===== config.mk =====
export PLATFORM = sky130hd
export DESIGN_NAME = debug_cmd_decoder
export DESIGN_NICKNAME = d
export VERILOG_FILES = /design/src/rtl/debug_cmd_decoder.sv
export SDC_FILE = /design/constraint.sdc
export NUM_CORES = 1
export LEC_CHECK = 0
export ABC_AREA = 1
export ABC_CLOCK_PERIOD_IN_PS = 4100
export CAP_MARGIN = 20
export CORE_ASPECT_RATIO = 0.6
export CORE_MARGIN = 4
export CORE_UTILIZATION = 25
export DETAILED_ROUTE_END_ITERATION = 8
export PLACE_DENSITY = 0.4
export SKIP_CTS_REPAIR_TIMING = 1
export SLEW_MARGIN = 20
export SYNTH_ARGS = -nofsm -noshare
export SYNTH_HDL_FRONTEND = slang
export SYNTH_SLANG_ARGS = --single-unit

===== constraint.sdc =====
create_clock -name i_clk -period 4.1 [get_ports i_clk]
set_input_delay 0.82 -clock i_clk [delete_from_list [all_inputs] [get_ports i_clk]]
set_output_delay 0.82 -clock i_clk [all_outputs]
set_load 0.05 [all_outputs]

===== src/rtl/debug_cmd_decoder.sv =====
// Host debug protocol decoder: turns received UART bytes into instruction memory
// writes and run/step/start/dump controls for the core and the dump serializer.
module debug_cmd_decoder #(
    parameter int unsigned INST_W          = 32,
    parameter int unsigned ADDR_WIDTH      = 32,
    parameter int unsigned MAX_INSTRUCTION = 64
) (
    input  logic                  i_clk,
    input  logic                  i_rst,
    input  logic [7:0]            i_rx_data,
    input  logic                  i_rx_valid,
    input  logic                  i_dump_busy,
    output logic                  o_imem_we,
    output logic [ADDR_WIDTH-1:0] o_imem_addr,
    output logic [INST_W-1:0]     o_imem_data,
    output logic                  o_load_done,
    output logic                  o_mode_step,
    output logic                  o_step,
    output logic                  o_start,
    output logic                  o_dump_req,
    output logic [2:0]            o_dump_sel,
    output logic                  o_err
);

    localparam int unsigned BPW = INST_W / 8;
    localparam int unsigned BW  = (BPW > 1) ? $clog2(BPW) : 1;

    typedef enum logic [1:0] {IDLE, LOAD_COUNT, LOAD_BYTE, DUMP_WAIT} state_t;

    state_t                state_q, state_d;
    logic                  imem_we_q, imem_we_d;
    logic [ADDR_WIDTH-1:0] imem_addr_q, imem_addr_d;
    logic [INST_W-1:0]     imem_data_q, imem_data_d;
    logic                  load_done_q, load_done_d;
    logic                  mode_step_q, mode_step_d;
    logic                  step_q, step_d;
    logic                  start_q, start_d;
    logic                  dump_req_q, dump_req_d;
    logic [2:0]            dump_sel_q, dump_sel_d;
    logic                  err_q, err_d;
    logic [BW-1:0]         byte_idx_q, byte_idx_d;
    logic [7:0]            word_idx_q, word_idx_d;
    logic [7:0]            nwords_q, nwords_d;
    logic [INST_W-1:0]     word_buf_q, word_buf_d;
    logic                  busy_seen_q, busy_seen_d;
    logic [1:0]            wait_cnt_q, wait_cnt_d;

    always_ff @(posedge i_clk or negedge i_rst) begin
        if (!i_rst) begin
            state_q     <= IDLE;
            imem_we_q   <= 1'b0;
            imem_addr_q <= '0;
            imem_data_q <= '0;
            load_done_q <= 1'b0;
            mode_step_q <= 1'b0;
            step_q      <= 1'b0;
            start_q     <= 1'b0;
            dump_req_q  <= 1'b0;
            dump_sel_q  <= 3'd0;
            err_q       <= 1'b0;
            byte_idx_q  <= '0;
            word_idx_q  <= 8'd0;
            nwords_q    <= 8'd0;
            word_buf_q  <= '0;
            busy_seen_q <= 1'b0;
            wait_cnt_q  <= 2'd0;
        end else begin
            state_q     <= state_d;
            imem_we_q   <= imem_we_d;
            imem_addr_q <= imem_addr_d;
            imem_data_q <= imem_data_d;
            load_done_q <= load_done_d;
            mode_step_q <= mode_step_d;
            step_q      <= step_d;
            start_q     <= start_d;
            dump_req_q  <= dump_req_d;
            dump_sel_q  <= dump_sel_d;
            err_q       <= err_d;
            byte_idx_q  <= byte_idx_d;
            word_idx_q  <= word_idx_d;
            nwords_q    <= nwords_d;
            word_buf_q  <= word_buf_d;
            busy_seen_q <= busy_seen_d;
            wait_cnt_q  <= wait_cnt_d;
        end
    end

    always_comb begin
        state_d     = state_q;
        imem_we_d   = 1'b0;
        imem_addr_d = imem_addr_q;
        imem_data_d = imem_data_q;
        load_done_d = load_done_q;
        mode_step_d = mode_step_q;
        step_d      = 1'b0;
        start_d     = 1'b0;
        dump_req_d  = 1'b0;
        dump_sel_d  = dump_sel_q;
        err_d       = err_q;
        byte_idx_d  = byte_idx_q;
        word_idx_d  = word_idx_q;
        nwords_d    = nwords_q;
        word_buf_d  = word_buf_q;
        busy_seen_d = busy_seen_q;
        wait_cnt_d  = wait_cnt_q;

        case (state_q)
            IDLE: begin
                if (i_rx_valid) begin
                    case (i_rx_data)
                        8'h01, 8'h02, 8'h03, 8'h04, 8'h05: begin
                            dump_req_d  = 1'b1;
                            dump_sel_d  = i_rx_data[2:0];
                            busy_seen_d = 1'b0;
                            wait_cnt_d  = 2'd0;
                            state_d     = DUMP_WAIT;
                        end
                        8'h07: begin
                            load_done_d = 1'b0;
                            state_d     = LOAD_COUNT;
                        end
                        8'h08: mode_step_d = 1'b0;
                        8'h09: mode_step_d = 1'b1;
                        8'h0A: begin
                            if (mode_step_q) step_d = 1'b1;
                            else             err_d  = 1'b1;
                        end
                        8'h0D: begin
                            if (load_done_q) start_d = 1'b1;
                            else             err_d   = 1'b1;
                        end
                        8'h11:   err_d = 1'b0;
                        default: err_d = 1'b1;
                    endcase
                end
            end

            LOAD_COUNT: begin
                if (i_rx_valid) begin
                    if (i_rx_data == 8'd0) begin
                        load_done_d = 1'b1;
                        state_d     = IDLE;
                    end else if (32'(i_rx_data) > MAX_INSTRUCTION) begin
                        err_d       = 1'b1;
                        load_done_d = 1'b0;
                        state_d     = IDLE;
                    end else begin
                        nwords_d   = i_rx_data;
                        word_idx_d = 8'd0;
                        byte_idx_d = '0;
                        state_d    = LOAD_BYTE;
                    end
                end
            end

            LOAD_BYTE: begin
                // Every byte here is payload, including values that look like commands.
                if (i_rx_valid) begin
                    word_buf_d[8*byte_idx_q +: 8] = i_rx_data;
                    if (32'(byte_idx_q) == BPW - 1) begin
                        imem_we_d   = 1'b1;
                        imem_data_d = word_buf_d;
                        imem_addr_d = ADDR_WIDTH'({word_idx_q, 2'b00});
                        word_idx_d  = word_idx_q + 8'd1;
                        byte_idx_d  = '0;
                        if (word_idx_q == nwords_q - 8'd1) begin
                            load_done_d = 1'b1;
                            state_d     = IDLE;
                        end
                    end else begin
                        byte_idx_d = byte_idx_q + BW'(1);
                    end
                end
            end

            DUMP_WAIT: begin
                if (i_rx_valid) err_d = 1'b1;
                // Leave on busy's falling edge, or after 4 cycles if busy never showed up.
                if (i_dump_busy)            busy_seen_d = 1'b1;
                else if (busy_seen_q)       state_d     = IDLE;
                else if (wait_cnt_q == 2'd3) state_d    = IDLE;
                else                        wait_cnt_d  = wait_cnt_q + 2'd1;
            end

            default: state_d = IDLE;
        endcase
    end

    assign o_imem_we   = imem_we_q;
    assign o_imem_addr = imem_addr_q;
    assign o_imem_data = imem_data_q;
    assign o_load_done = load_done_q;
    assign o_mode_step = mode_step_q;
    assign o_step      = step_q;
    assign o_start     = start_q;
    assign o_dump_req  = dump_req_q;
    assign o_dump_sel  = dump_sel_q;
    assign o_err       = err_q;

endmodule


==> results.txt <==
For the area of all placed cells without fillers, the log shows 6580 um2. 0 antenna diodes ended up in the layout. The number of placed instances with taps included came out at 939. The maximum resistive drop on vdd was 0.000245 V.

In the final routed layout, each cell accounts on average for 15.6 um. Number of antenna violations at the first check in global routing: 0. The number of port buffers was 61.

Main flop type after synthesis: sky130_fd_sc_hd__dfrtp_1. The number of synthesized register bits came out at 105. The final clock skew came out at 0.00554 ns.

The H-tree generated during clock tree synthesis spans 3 levels. The pin count of the biggest net entering global routing is 65. The routed design has 14.9 mm of wire.

TritonCTS built the clock tree. Once detailed placement completed, the half-perimeter wirelength came to 11.2 mm. Of the available clock period, the critical path in the final layout requires 63.8%.

The first global-routing pass estimated 23.8 mm of wire. The logs give 5500 um2 for the post-synth design cell area and 4.33 ns for the data required time at the worst endpoint. In this run the static leakage power is 3.00 nW. The synthesized design devotes to its leading area cell type 47.8% of total area. The average instance in the mapped netlist occupies 8.92 um2. The later pin in the worst-skew pair is clocked with a latency of 0.34 ns. The detailed router placed 4281 vias in this run.

The sequential fraction of the synthesis area was 47.8%; the peak fanout along the critical path was 26. The register area was 2630 um2; the routability-driven placement congestion ratio was 0.789. The die is 200 um wide. Clock-pin slew was measured on the worst setup and hold paths at 0.07 ns. Pin placement for this block handled 86 I/O pins.

Nature of the critical path endpoint: a flop. In this run the core area contains 41 standard-cell rows. The die covers 24500 um2. The logs give 105 for the CTS sink count and 0 for the number of nets still failing antenna checks after routing. The most frequent cell after synthesis is sky130_fd_sc_hd__nand2_1. Number of buffers on the longest clock path: 2. Final critical-path required period: 2.62 ns. Cell type of the slowest stage on the worst timing path: sky130_fd_sc_hd__clkdlybuf4s50_1.

After synthesis, the cell types taking the most area are sky130_fd_sc_hd__dfrtp_1, sky130_fd_sc_hd__nand2_1, sky130_fd_sc_hd__mux2_2. In this run the vertical extent of the chip is 123 um. The signal on the critical path passes through clkdlybuf4s50_1, nand2_1, nor2_4, buf_12, mux2_2.

After the last flow step, the layout net total stands at 696. The layout overhead on the synthesized area works out to 19.6%. Adding up every negative setup slack in the final design gives 0 ns. Category of the most critical setup path: input pin to flop. The logs give 12.4% for the total global routing track utilization and 289 for the number of design-rule violations left by the first detailed-router iteration. The logs give 40.9% for the tightest slew margin relative to the limit and 0 for the number of warning messages in the yosys log.

Leaving out filler cells and counting taps, the final layout contains 954. The run finished with clean final reports. The core area was 21300 um2. For this design the ratio of total power to cell area is 743 nW/um2. The data arrival time of the critical path came out at 2.84 ns. The async set or reset register ratio after synthesis was 100%. The slew at the pin with the worst max-slew slack is 0.886 ns, and the number of DRC violations after detailed routing is 0. Setup repair after global routing left no endpoint under its margin. Cell type with the highest aggregate area in the netlist: sky130_fd_sc_hd__dfrtp_1. After synthesis, the most frequently instantiated cells are sky130_fd_sc_hd__nand2_1, sky130_fd_sc_hd__dfrtp_1, sky130_fd_sc_hd__inv_1.

Setup violations remaining at the end of the flow were counted as 0. The maximum achievable frequency came out at 0.382 GHz. The multi-input gate area in the final layout was 2360 um2; the number of max-cap violations was 0.

The via density per instance is 4.49, and the total overflow reported by the global router is 0. The final cell utilization of the core was 30.8%; the largest stage delay on the critical path was 0.64 ns. The first detailed-routing pass ran for 5 iterations. The worst setup path is launched from an input pin.

The number of global-route vias before repair was 4192; the number of enable flip-flop cells after synthesis was 0. The placed instances occupy a cell area of 6290 um2. The logs give 0 for the max-slew violation total from the final report and 9 for the number of buffers inserted during clock tree synthesis. The hold violation total from the final report is 0. The cell sitting at the root of the clock tree is a sky130_fd_sc_hd__clkbuf_16. Counting the fill cells in the layout gives 2232.

The netlist uses 37 different library cells. The logs give 617 for the cell count after synthesis and 25.8% for the effective utilization at floorplan. The worst hold path belongs to the class input pin to asynchronous set/reset pin.

Of the cells placed in the final design, the portion with a size suffix greater than 1 is 12.0%.
==> logic make-up (layout without fill, tap and decap cells) <==
group	count (synthesis)	after routing	synth area share (%)
AOI/OAI and AO/OA	108	108	11.6
xor gates and xnor gates	11	11	1.75
adders and majority gates	13	13	2.96
buffers and inverters	124	159	10.9
DFF	105	105	47.8
muxes	35	35	7.16
other	1	24	0.0682
and+or+nand+nor	220	220	17.8
==> registers in the layout, indices dropped and copies added, names as in the netlist, 2 cells and up <==
| register | count |
|---|---|
| o_dump_sel | 3 |
| state_q | 2 |
| word_idx_q | 8 |
| word_buf_q | 32 |
| o_imem_data | 32 |
| wait_cnt_q | 2 |
| byte_idx_q | 2 |
| o_imem_addr | 8 |
| nwords_q | 8 |
==> through the flow <==
stage	hold slack (ns)	setup slack, ns	power, mW
after floorplan	0.457	2.32	3.30
after global placement	0.473	1.19	3.98
after detailed placement	0.479	1.10	4.03
after CTS	0.502	1.47	4.94
after global routing	0.520	1.35	5.25
final	0.488	1.48	4.89
==> final cells by class <==
cell class,count,area share (%)
inverters,80,4.64
clock inverters,4,0.798
multi-input cells,411,35.9
flip-flops and latches,105,39.9
well taps,279,5.30
clock buffers,11,3.69
repair buffers,64,9.77
==> final timing paths <==
| path | start | to | slack [ns] | cells past startpoint |
|---|---|---|---|---|
| min in group i_clk | o_imem_addr[8]$_DFFE_PN0P_ | o_imem_addr[8]$_DFFE_PN0P_ | 0.50 | 1 |
| worst max-delay path | i_rx_valid | o_imem_addr[5]$_DFFE_PN0P_ | 1.48 | 5 |
| max in group asynchronous | i_rst | word_buf_q[14]$_DFFE_PN0P_ | 2.71 | 2 |
| worst min-delay path | i_rst | o_imem_addr[7]$_DFFE_PN0P_ | 0.49 | 1 |
| worst max register to register | byte_idx_q[0]$_DFFE_PN0P_ | o_imem_data[30]$_DFFE_PN0P_ | 1.66 | 6 |
| worst min register to register | o_imem_addr[8]$_DFFE_PN0P_ | o_imem_addr[8]$_DFFE_PN0P_ | 0.50 | 1 |
==> worst max-delay path, delay by kind of cell <==
| kind | cells | cell delay [ns] |
|---|---|---|
| mux | 1 | 0.35 |
| buf+inv | 2 | 0.90 |
| simple gates | 2 | 0.74 |
==> per-layer routing <==
layer	wire [um]	vias up	global-route usage [%]
met3	747	17	2.94
met4	176	0	2.63
met2	5620	99	16.3
met5	0	-	0
met1	8330	2086	20.3
li1	-	2079	-
==> placed cells by master, fill, tap and decap left out, types with 3 or more instances in the layout <==
master,netlist,final
sky130_fd_sc_hd__nor2_1,34,34
sky130_fd_sc_hd__dfrtp_1,105,105
sky130_fd_sc_hd__buf_4,26,3
sky130_fd_sc_hd__clkdlybuf4s50_1,0,60
sky130_fd_sc_hd__nand2_1,129,129
sky130_fd_sc_hd__nand3_2,3,3
sky130_fd_sc_hd__xor2_1,6,6
sky130_fd_sc_hd__o21a_1,5,5
sky130_fd_sc_hd__nor3_1,6,6
sky130_fd_sc_hd__xnor2_1,5,5
sky130_fd_sc_hd__o21ai_0,48,48
sky130_fd_sc_hd__ha_1,13,13
sky130_fd_sc_hd__nor2_2,4,4
sky130_fd_sc_hd__nand2_2,5,5
sky130_fd_sc_hd__inv_1,75,75
sky130_fd_sc_hd__a21oi_1,7,7
sky130_fd_sc_hd__o21ai_1,17,17
sky130_fd_sc_hd__nand4_1,13,13
sky130_fd_sc_hd__conb_1,1,24
sky130_fd_sc_hd__nand3_1,18,18
sky130_fd_sc_hd__o32ai_1,8,8
sky130_fd_sc_hd__clkbuf_16,0,9
sky130_fd_sc_hd__o22ai_1,16,16
sky130_fd_sc_hd__inv_2,4,4
sky130_fd_sc_hd__o21ai_2,4,4
sky130_fd_sc_hd__mux2_2,35,35
==> report_power, final <==
part	internal, mW	switching, mW	leakage [nW]	total (mW)
combinational	0.766	1.63	1.44	2.40
clock	0.490	0.392	0.146	0.883
sequential	1.39	0.223	1.41	1.61
(Power assumes the default switching activity.)
